[src/rtl/mem_bus_master_if.sv]
// mem_bus_master_if
// Request/response bus between the MEM-stage load/store initiator and data memory.
//   bus_valid/bus_ready : request handshake (master drives valid, slave drives ready)
//   bus_addr            : word-aligned byte address
//   bus_we              : 1 = write, 0 = read
//   bus_be              : byte enables, bit n selects bits 8n+7:8n
//   bus_wdata           : lane-replicated write data
//   bus_rvalid          : response strobe; acknowledges writes as well as reads
//   bus_rdata           : read word
interface mem_bus_master_if;
  logic        bus_valid;
  logic        bus_ready;
  logic [31:0] bus_addr;
  logic        bus_we;
  logic [3:0]  bus_be;
  logic [31:0] bus_wdata;
  logic        bus_rvalid;
  logic [31:0] bus_rdata;

  modport master (
    output bus_valid, bus_addr, bus_we, bus_be, bus_wdata,
    input  bus_ready, bus_rvalid, bus_rdata
  );

  modport slave (
    input  bus_valid, bus_addr, bus_we, bus_be, bus_wdata,
    output bus_ready, bus_rvalid, bus_rdata
  );
endinterface

[src/rtl/mem_bus_master.sv]
// mem_bus_master
// Turns the MEM-stage load/store controls into a single valid/ready bus transaction with a
// variable-latency response, stalling the pipeline until the access completes. Load data is
// lane-extracted and extended here; misaligned accesses and response timeouts complete
// without a hang and raise a one-cycle error pulse.
// Ports:
//   clk, reset           : clock, synchronous active-high reset
//   mem_rd, mem_wr       : load / store request (store wins if both)
//   Address, DI          : byte address, store data
//   Savesel              : 0 sw, 1 sh, 2 sb, 3 sw
//   Readsel              : 0 lw, 1 lhu, 2 lh, 3 lbu, 4 lb, 5-7 lw
//   stall                : freeze the pipeline
//   done                 : one-cycle completion pulse
//   DMout                : registered, extended load result
//   addr_err, bus_err    : one-cycle misalignment / timeout pulses (coincide with done)
//   bus                  : request/response bus (master side)
module mem_bus_master #(
  parameter int unsigned TIMEOUT = 255,
  parameter int unsigned CW      = 8
) (
  input  logic        clk,
  input  logic        reset,
  input  logic        mem_rd,
  input  logic        mem_wr,
  input  logic [31:0] Address,
  input  logic [31:0] DI,
  input  logic [1:0]  Savesel,
  input  logic [2:0]  Readsel,
  output logic        stall,
  output logic        done,
  output logic [31:0] DMout,
  output logic        addr_err,
  output logic        bus_err,
  mem_bus_master_if.master bus
);

  typedef enum logic [1:0] {StIdle, StReq, StResp, StDone} state_e;

  state_e        r_state, w_state_next;
  logic [29:0]   r_addr;
  logic          r_we;
  logic [3:0]    r_be;
  logic [31:0]   r_wdata;
  logic [1:0]    r_lo;
  logic [2:0]    r_rsel;
  logic [CW-1:0] r_cnt;
  logic [31:0]   r_dmout;
  logic          r_addr_err;
  logic          r_bus_err;

  logic          w_start;
  logic          w_word;
  logic          w_half;
  logic          w_misalign;
  logic          w_timeout;
  logic [3:0]    w_be;
  logic [31:0]   w_wdata;
  logic [15:0]   w_half_sel;
  logic [7:0]    w_byte_sel;
  logic [31:0]   w_rd_ext;

  assign w_start   = (r_state == StIdle) && (mem_rd || mem_wr);
  assign w_timeout = (r_cnt == CW'(TIMEOUT));

  // Access size decode; the store controls take over whenever mem_wr is set.
  always_comb begin
    w_word = 1'b0;
    w_half = 1'b0;
    if (mem_wr) begin
      w_word = (Savesel == 2'd0) || (Savesel == 2'd3);
      w_half = (Savesel == 2'd1);
    end else begin
      w_word = (Readsel == 3'd0) || (Readsel > 3'd4);
      w_half = (Readsel == 3'd1) || (Readsel == 3'd2);
    end
  end

  assign w_misalign = (w_word && (Address[1:0] != 2'b00)) || (w_half && Address[0]);

  // Byte enables and replicated write data for the request being launched.
  always_comb begin
    w_be    = 4'b1111;
    w_wdata = 32'h0;
    if (mem_wr) begin
      case (Savesel)
        2'd1: begin
          w_be    = Address[1] ? 4'b1100 : 4'b0011;
          w_wdata = {DI[15:0], DI[15:0]};
        end
        2'd2: begin
          w_be    = 4'b0001 << Address[1:0];
          w_wdata = {4{DI[7:0]}};
        end
        default: begin
          w_be    = 4'b1111;
          w_wdata = DI;
        end
      endcase
    end
  end

  // Lane select and extension of the response word using the latched offset and type.
  always_comb begin
    w_half_sel = r_lo[1] ? bus.bus_rdata[31:16] : bus.bus_rdata[15:0];
    w_byte_sel = 8'h0;
    case (r_lo)
      2'd0:    w_byte_sel = bus.bus_rdata[7:0];
      2'd1:    w_byte_sel = bus.bus_rdata[15:8];
      2'd2:    w_byte_sel = bus.bus_rdata[23:16];
      default: w_byte_sel = bus.bus_rdata[31:24];
    endcase
    case (r_rsel)
      3'd1:    w_rd_ext = {16'h0, w_half_sel};
      3'd2:    w_rd_ext = {{16{w_half_sel[15]}}, w_half_sel};
      3'd3:    w_rd_ext = {24'h0, w_byte_sel};
      3'd4:    w_rd_ext = {{24{w_byte_sel[7]}}, w_byte_sel};
      default: w_rd_ext = bus.bus_rdata;
    endcase
  end

  always_comb begin
    w_state_next = r_state;
    unique case (r_state)
      StIdle: begin
        if (w_start) begin
          w_state_next = w_misalign ? StDone : StReq;
        end
      end
      StReq: begin
        if (bus.bus_ready) begin
          w_state_next = StResp;
        end
      end
      StResp: begin
        if (bus.bus_rvalid || w_timeout) begin
          w_state_next = StDone;
        end
      end
      StDone: begin
        // mem_rd/mem_wr are still high for the completing instruction; never reissue it.
        w_state_next = StIdle;
      end
      default: w_state_next = StIdle;
    endcase
  end

  always_ff @(posedge clk) begin
    if (reset) begin
      r_state    <= StIdle;
      r_addr     <= 30'h0;
      r_we       <= 1'b0;
      r_be       <= 4'h0;
      r_wdata    <= 32'h0;
      r_lo       <= 2'b00;
      r_rsel     <= 3'd0;
      r_cnt      <= '0;
      r_dmout    <= 32'h0;
      r_addr_err <= 1'b0;
      r_bus_err  <= 1'b0;
    end else begin
      r_state    <= w_state_next;
      r_addr_err <= 1'b0;
      r_bus_err  <= 1'b0;
      unique case (r_state)
        StIdle: begin
          if (w_start) begin
            if (w_misalign) begin
              r_addr_err <= 1'b1;
              r_dmout    <= 32'h0;
            end else begin
              r_addr  <= Address[31:2];
              r_we    <= mem_wr;
              r_be    <= w_be;
              r_wdata <= w_wdata;
              r_lo    <= Address[1:0];
              r_rsel  <= Readsel;
            end
          end
        end
        StReq: begin
          if (bus.bus_ready) begin
            r_cnt <= '0;
          end
        end
        StResp: begin
          r_cnt <= r_cnt + CW'(1);
          // A response arriving on the last allowed cycle still wins over the timeout.
          if (bus.bus_rvalid) begin
            if (!r_we) begin
              r_dmout <= w_rd_ext;
            end
          end else if (w_timeout) begin
            r_bus_err <= 1'b1;
            r_dmout   <= 32'h0;
          end
        end
        default: ;
      endcase
    end
  end

  assign stall    = w_start || (r_state == StReq) || (r_state == StResp);
  assign done     = (r_state == StDone);
  assign DMout    = r_dmout;
  assign addr_err = r_addr_err;
  assign bus_err  = r_bus_err;

  assign bus.bus_valid = (r_state == StReq);
  assign bus.bus_addr  = {r_addr, 2'b00};
  assign bus.bus_we    = r_we;
  assign bus.bus_be    = r_be;
  assign bus.bus_wdata = r_wdata;

endmodule

[src/flat_wrapper.sv]
// flat-port wrapper written by rule: the top's interface ports become plain ports
module mem_bus_master_flat 
#(
  parameter int unsigned TIMEOUT = 255,
  parameter int unsigned CW      = 8
)
  (clk, reset, mem_rd, mem_wr, Address, DI, Savesel, Readsel, stall, done, DMout, addr_err, bus_err, bus_bus_valid, bus_bus_addr, bus_bus_we, bus_bus_be, bus_bus_wdata, bus_bus_ready, bus_bus_rvalid, bus_bus_rdata);
  mem_bus_master_if bus_i ();
  input  logic clk;
  input  logic reset;
  input  logic mem_rd;
  input  logic mem_wr;
  input  logic [31:0] Address;
  input  logic [31:0] DI;
  input  logic [1:0] Savesel;
  input  logic [2:0] Readsel;
  output logic stall;
  output logic done;
  output logic [31:0] DMout;
  output logic addr_err;
  output logic bus_err;
  output wire logic [$bits(bus_i.bus_valid)-1:0] bus_bus_valid;
  output wire logic [$bits(bus_i.bus_addr)-1:0] bus_bus_addr;
  output wire logic [$bits(bus_i.bus_we)-1:0] bus_bus_we;
  output wire logic [$bits(bus_i.bus_be)-1:0] bus_bus_be;
  output wire logic [$bits(bus_i.bus_wdata)-1:0] bus_bus_wdata;
  input wire logic [$bits(bus_i.bus_ready)-1:0] bus_bus_ready;
  input wire logic [$bits(bus_i.bus_rvalid)-1:0] bus_bus_rvalid;
  input wire logic [$bits(bus_i.bus_rdata)-1:0] bus_bus_rdata;
  assign bus_bus_valid = bus_i.bus_valid;
  assign bus_bus_addr = bus_i.bus_addr;
  assign bus_bus_we = bus_i.bus_we;
  assign bus_bus_be = bus_i.bus_be;
  assign bus_bus_wdata = bus_i.bus_wdata;
  assign bus_i.bus_ready = bus_bus_ready;
  assign bus_i.bus_rvalid = bus_bus_rvalid;
  assign bus_i.bus_rdata = bus_bus_rdata;
  mem_bus_master #(.TIMEOUT(TIMEOUT), .CW(CW)) u_core (.clk(clk), .reset(reset), .mem_rd(mem_rd), .mem_wr(mem_wr), .Address(Address), .DI(DI), .Savesel(Savesel), .Readsel(Readsel), .stall(stall), .done(done), .DMout(DMout), .addr_err(addr_err), .bus_err(bus_err), .bus(bus_i));
endmodule
[config.mk]
export PLATFORM = sky130hd
export DESIGN_NAME = mem_bus_master_flat
export DESIGN_NICKNAME = d
export VERILOG_FILES = /design/src/rtl/mem_bus_master_if.sv /design/src/rtl/mem_bus_master.sv /design/src/flat_wrapper.sv
export SDC_FILE = /design/constraint.sdc
export NUM_CORES = 1
export LEC_CHECK = 0
export ABC_AREA = 1
export CORE_ASPECT_RATIO = 1.75
export CORE_MARGIN = 8
export CORE_UTILIZATION = 47
export CTS_CLUSTER_DIAMETER = 120
export DETAILED_ROUTE_END_ITERATION = 6
export GPL_ROUTABILITY_DRIVEN = 0
export PLACE_DENSITY = 0.83
export SETUP_SLACK_MARGIN = 0.02
export SLEW_MARGIN = 5
export SYNTH_ARGS = -nofsm -noshare
export SYNTH_HDL_FRONTEND = slang
export SYNTH_SLANG_ARGS = --single-unit
[constraint.sdc]
create_clock -name clk -period 2.1 [get_ports clk]
set_input_delay 0.42 -clock clk [delete_from_list [all_inputs] [get_ports clk]]
set_output_delay 0.42 -clock clk [all_outputs]
set_load 0.05 [all_outputs]
### Yosys cells after proc, flatten, opt, wreduce, memory -nomap -nowiden

Index checks and enable logic that the tools add are counted.

* reductions and logical operators: 24
* bitwise logic cells: 4
* order comparisons: 1
* multipliers: 0
* add/subtract/negate cells: 1
* shift operators: 1
* equality and inequality tests: 21
* divide/modulo/power cells: 0
* multiplexer cells: 25

Operators with widths (count)
* two-way mux 32 bit: 6
* case mux 32 bit (2 select lines): 2
* case mux 32 bit (4 select lines): 1
* case mux 8 bit (3 select lines): 1
* two-way mux 16 bit: 1
* case mux 8 bit (2 select lines): 1
* == test 2 bit, second input constant: 5
* == test 3 x 2 -> 1 bit, second input constant: 3
* adder 8 x 1 -> 8 bit, second input constant: 1
* == test 8 bit, second input constant: 1
* logical OR 1 bit: 8
* two-way mux 2 bit: 4
* two-way mux 4 bit: 2
* two-way mux 8 bit: 1
* != test 2 x 1 -> 1 bit, second input constant: 4
* case mux 2 bit (4 select lines): 1
* case mux 4 bit (2 select lines): 1
* == test 2 x 1 -> 1 bit, second input constant: 3
* == test 3 x 1 -> 1 bit, second input constant: 2
* logical NOT 2 bit: 3
* AND reduction 3 bit: 2
* nonzero test 2 bit: 3
* OR reduction 3 bit: 2
* AND reduction 5 bit: 1
* 10 further kinds: 18

* register bits after elaboration: 116
* RAM bits: 0
* bits in read-only memories: 0
* output and inout bits: 106
* latch bits: 0
* memories kept: 0
* word-level logic and storage cells: 88

### Depth between registers and ports, before layout

* depth after elaboration: 8
* mapped depth: 12

### Worst setup path after synthesis

OpenSTA, ideal clock, no wires.

* path type: input -> register
* start point: input port Savesel[0]
* end point: register u_core.r_dmout[10], in the netlist u_core.DMout[10]
* setup time: 0.117 ns
* data required time: 1.983 ns
* stages on the path: 11
* arrival: 1.792 ns
* setup slack: 0.192 ns
* cell sequence: inv_1 -> ha_1 -> buf_2 -> inv_2 -> nand2_1 -> nand3_1 -> nand3_1 -> buf_4 -> buf_2 -> a21oi_1 -> nor2_1

* longest elaborated chain between the ends: 7
* elaborated cells on any way between the ends: 11

RTL lines
* start, declared: RTL line flat_wrapper.sv:15 `input logic [1:0] Savesel;`
* == test 2 bit or logical NOT 2 bit (tied branches): RTL line mem_bus_master.sv:70 `w_word = (Savesel == 2'd0) || (Savesel == 2'd3);`
* logical OR 1 bit: RTL line mem_bus_master.sv:70
* two-way mux 1 bit: RTL line mem_bus_master.sv:69 `if (mem_wr) begin`
* logical AND 1 bit: RTL line mem_bus_master.sv:78 `assign w_misalign = (w_word && (Address[1:0] != 2'b00)) || (w_half && Address[0]);`
* logical OR 1 bit (*): RTL line mem_bus_master.sv:78
* != test 2 x 1 -> 1 bit (no source line) (*)
* AND reduction 5 bit (no source line) (*)
* end signal, assigned: RTL line mem_bus_master.sv:190 `r_dmout <= w_rd_ext;`
* end, declared: RTL line mem_bus_master.sv:47 `logic [31:0] r_dmout;`

Every way passes the cells marked *; elsewhere a longest branch is shown, timed or not.
A chain may end at the register's enable or synchronous reset.

### Final worst setup path

* start point: register u_core.r_wdata[9], in the netlist u_core.bus.bus_wdata[9]
* end point: output port bus_bus_wdata[9]

RTL lines
* start, declared: RTL line mem_bus_master.sv:43 `logic [31:0] r_wdata;`
* start signal, assigned: RTL line mem_bus_master.sv:174 `r_wdata <= w_wdata;`
* end, declared: RTL line flat_wrapper.sv:26 `output wire logic [$bits(bus_i.bus_wdata)-1:0] bus_bus_wdata;`

No word-level cell between the ends.

==> impl_metrics.env <==
export IMPL_outcome="finished clean"
export IMPL_wl_per_cell_um=15.5
export IMPL_ys_ff_latch=116
export IMPL_diodes=0
export IMPL_clockBufferDepth=2
export IMPL_final_cell_mix="281 x nand2_1, 202 x clkdlybuf4s50_1, 127 x nor2_1"
export IMPL_dpl_hpwl_um=16000
export IMPL_p_per_area_nw_per_um2=1320
export IMPL_crit_type="reg2out"
export IMPL_clkSinkCount=116
export IMPL_wl_um=21900
export IMPL_cts_root_buf="clkbuf_16"
export IMPL_core_area_um2=13400
export IMPL_synth_cell_types=29
export IMPL_rsz0062_at_grt="false"
export IMPL_cp_top_family="buffers and inverters"
export IMPL_hold_buffers=0
export IMPL_drt_iter0_drc=382
export IMPL_firstDrtPassIters=7
export IMPL_clkLatencyLatePin_ns=0.42
export IMPL_max_slew_margin_rel_pct=62.0
export IMPL_cts_buffers=17
export IMPL_die_width_um=104
export IMPL_fin_nets=1343
export IMPL_cts_tree="yes"
export IMPL_grt_first_pass_wirelength_um=35000
export IMPL_dieArea_um2=17700
export IMPL_initial_core_util_pct=47.7
export IMPL_io_buffers=210
export IMPL_ant_nets=0
export IMPL_clk_pin_slew_worst_paths_ns=0.06
export IMPL_cp_max_fo=2
export IMPL_finalClockSkew_ns=0.0102
export IMPL_drv_slew=0
export IMPL_async_reset_ff_share_pct=0
export IMPL_syn_cell_area_um2=6390
export IMPL_clock_fmax_ghz=0.492
export IMPL_slowest_stage="clkdlybuf4s50_1"
export IMPL_period_needed_ns=2.03
export IMPL_setup_viol=0
export IMPL_grt_start_max_net_pins=47
export IMPL_ys_warn_count=0
export IMPL_worst_pin_slew_ns=0.568
export IMPL_num_rows=56
export IMPL_area_growth_pct=47.6
export IMPL_peakVddDrop_v=0.000839
export IMPL_cp_cell_sequence="clkdlybuf4s50_1"
export IMPL_synth_area_per_cell_um2=6.24
export IMPL_fin_crit_sh_pct=96.8
export IMPL_crit_path_end_kind="primary output"
export IMPL_fin_setup_tns_ns=0
export IMPL_placed_cell_area_um2=8790
export IMPL_htreeDepth=4
export IMPL_total_power_mw=12.4
export IMPL_hold_viol=0
export IMPL_hold_ws_ns=0.350
export IMPL_grt_usage_pct=24.2
export IMPL_synth_cells=1024
export IMPL_slowest_delay_ns=0.85
export IMPL_io_pins=213
export IMPL_p_leak_nw=4.06
export IMPL_maxCapViolations=0
export IMPL_required_ns=1.68
export IMPL_grt_antenna_before_repair=0
export IMPL_critPathBufInv=1
export IMPL_dominantRegCellSynth="dfxtp_1"
export IMPL_final_cell_area_um2=9430
export IMPL_viasPerCell=5.19
export IMPL_num_vias=7348
export IMPL_drive_gt1_share_pct=8.70
export IMPL_final_common_cell="nand2_1"
export IMPL_cp_data_arrival_time_ns=1.61
export IMPL_grt_pass1_vias=7308
export IMPL_worstHoldPathType="in2reg"
export IMPL_overflow=0
export IMPL_die_y_um=170
export IMPL_fin_util_pct=70.5
export IMPL_ys_seq_area_share_pct=36.3
export IMPL_synth_edf_count=0
export IMPL_drc=0
export IMPL_cp_start_kind="flop"
-- area by class of cell --
| class | count | area, um^2 |
|---|---|---|
| Multi-Input combinational cell | 746 | 3410 |
| Tap cell | 174 | 218 |
| Sequential cell | 116 | 2320 |
| Timing Repair Buffer | 253 | 2500 |
| Fill cell | 1124 | 3950 |
| Clock buffer | 18 | 439 |
| Inverter | 95 | 357 |
| Clock inverter | 14 | 188 |
-- logic make-up after synthesis --
logic type / after synthesis / share of synthesized area (%)
flip-flops: 116 / 36.3
adder cells (fa/ha/maj): 7 / 1.37
buffers and inverters: 163 / 10.6
other: 1 / 0.0587
AND/OR/NAND/NOR: 559 / 37.1
AO/OA/AOI/OAI: 177 / 14.3
XOR/XNOR: 1 / 0.137
-- what timing repair did --
action | CTS | global route
setup endpoints to repair | 2 | 1
buffers inserted | 1 | 0
gates resized for setup | 2 | 3
pin swaps | 0 | 0
-- worst paths after layout --
| kind | from | endpoint | slack (ns) | cells past startpoint |
|---|---|---|---|---|
| max | u_core.bus.bus_wdata[9] | bus_bus_wdata[9] | 0.07 | 1 |
| min | reset | u_core.r_state[1] | 0.35 | 2 |
| max reg2reg | u_core.r_state[1] | u_core.r_cnt[2] | 0.25 | 6 |
| min reg2reg | u_core.r_cnt[4] | u_core.r_cnt[4] | 0.46 | 2 |
-- where the power goes --
group / leakage (nW) / switching, mW / internal (mW) / total (mW)
sequential: 0.947 / 0.283 / 2.68 / 2.97
clock: 0.304 / 1.17 / 1.93 / 3.10
combinational: 2.81 / 4.13 / 2.21 / 6.34
total: 4.06 / 5.58 / 6.83 / 12.4
-- worst reg2reg max path: stages, from the launching register on --
cell     delay (ns)
dfxtp_1        0.39
inv_1          0.11
ha_1           0.24
o21ai_0        0.44
o21ai_0        0.22
buf_4          0.18
nor3_1         0.18
-- through the flow --
stage	setup slack, ns	instances
floorplan	0.192	1025
global placement	-0.193	1383
detailed placement	-0.248	1383
CTS	0.0360	1416
global route	0.0216	1416
finish	0.0670	1416
-- synth_stat cells (3+ instances only) --
cell type | number | area share, %
inv_1 | 88 | 5.2
dfxtp_1 | 116 | 36
nand3_1 | 116 | 9.1
clkbuf_1 | 29 | 1.7
ha_1 | 7 | 1.4
nand2_1 | 281 | 17
inv_2 | 7 | 0.41
nand2_2 | 5 | 0.49
a31oi_1 | 4 | 0.39
o21ai_0 | 54 | 4.2
buf_1 | 3 | 0.18
buf_2 | 30 | 2.3
nor3_1 | 9 | 0.70
a21oi_1 | 116 | 9.1
nand3_2 | 3 | 0.47
nor2_1 | 127 | 7.5
buf_4 | 4 | 0.47
nand3b_1 | 10 | 1.2
-- sequential cells by signal, summed over array words and instances (netlist names) --
name / count
u_core.r_rsel: 3
u_core.bus.bus_wdata: 32
u_core.bus.bus_we: 1
u_core.r_lo: 2
u_core.r_addr: 30
u_core.addr_err: 1
u_core.r_state: 2
u_core.bus_err: 1
u_core.DMout: 32
u_core.r_cnt: 8
u_core.bus.bus_be: 4
-- per-layer routing --
metal,vias to the layer above,wire length [um],GRT usage [%]
met5,-,0,0
met4,0,734,10.9
met3,50,2280,10.5
met2,295,11300,43.8
met1,3330,7660,23.3
li1,3673,-,-
Power figures use the tool's default switching activity.
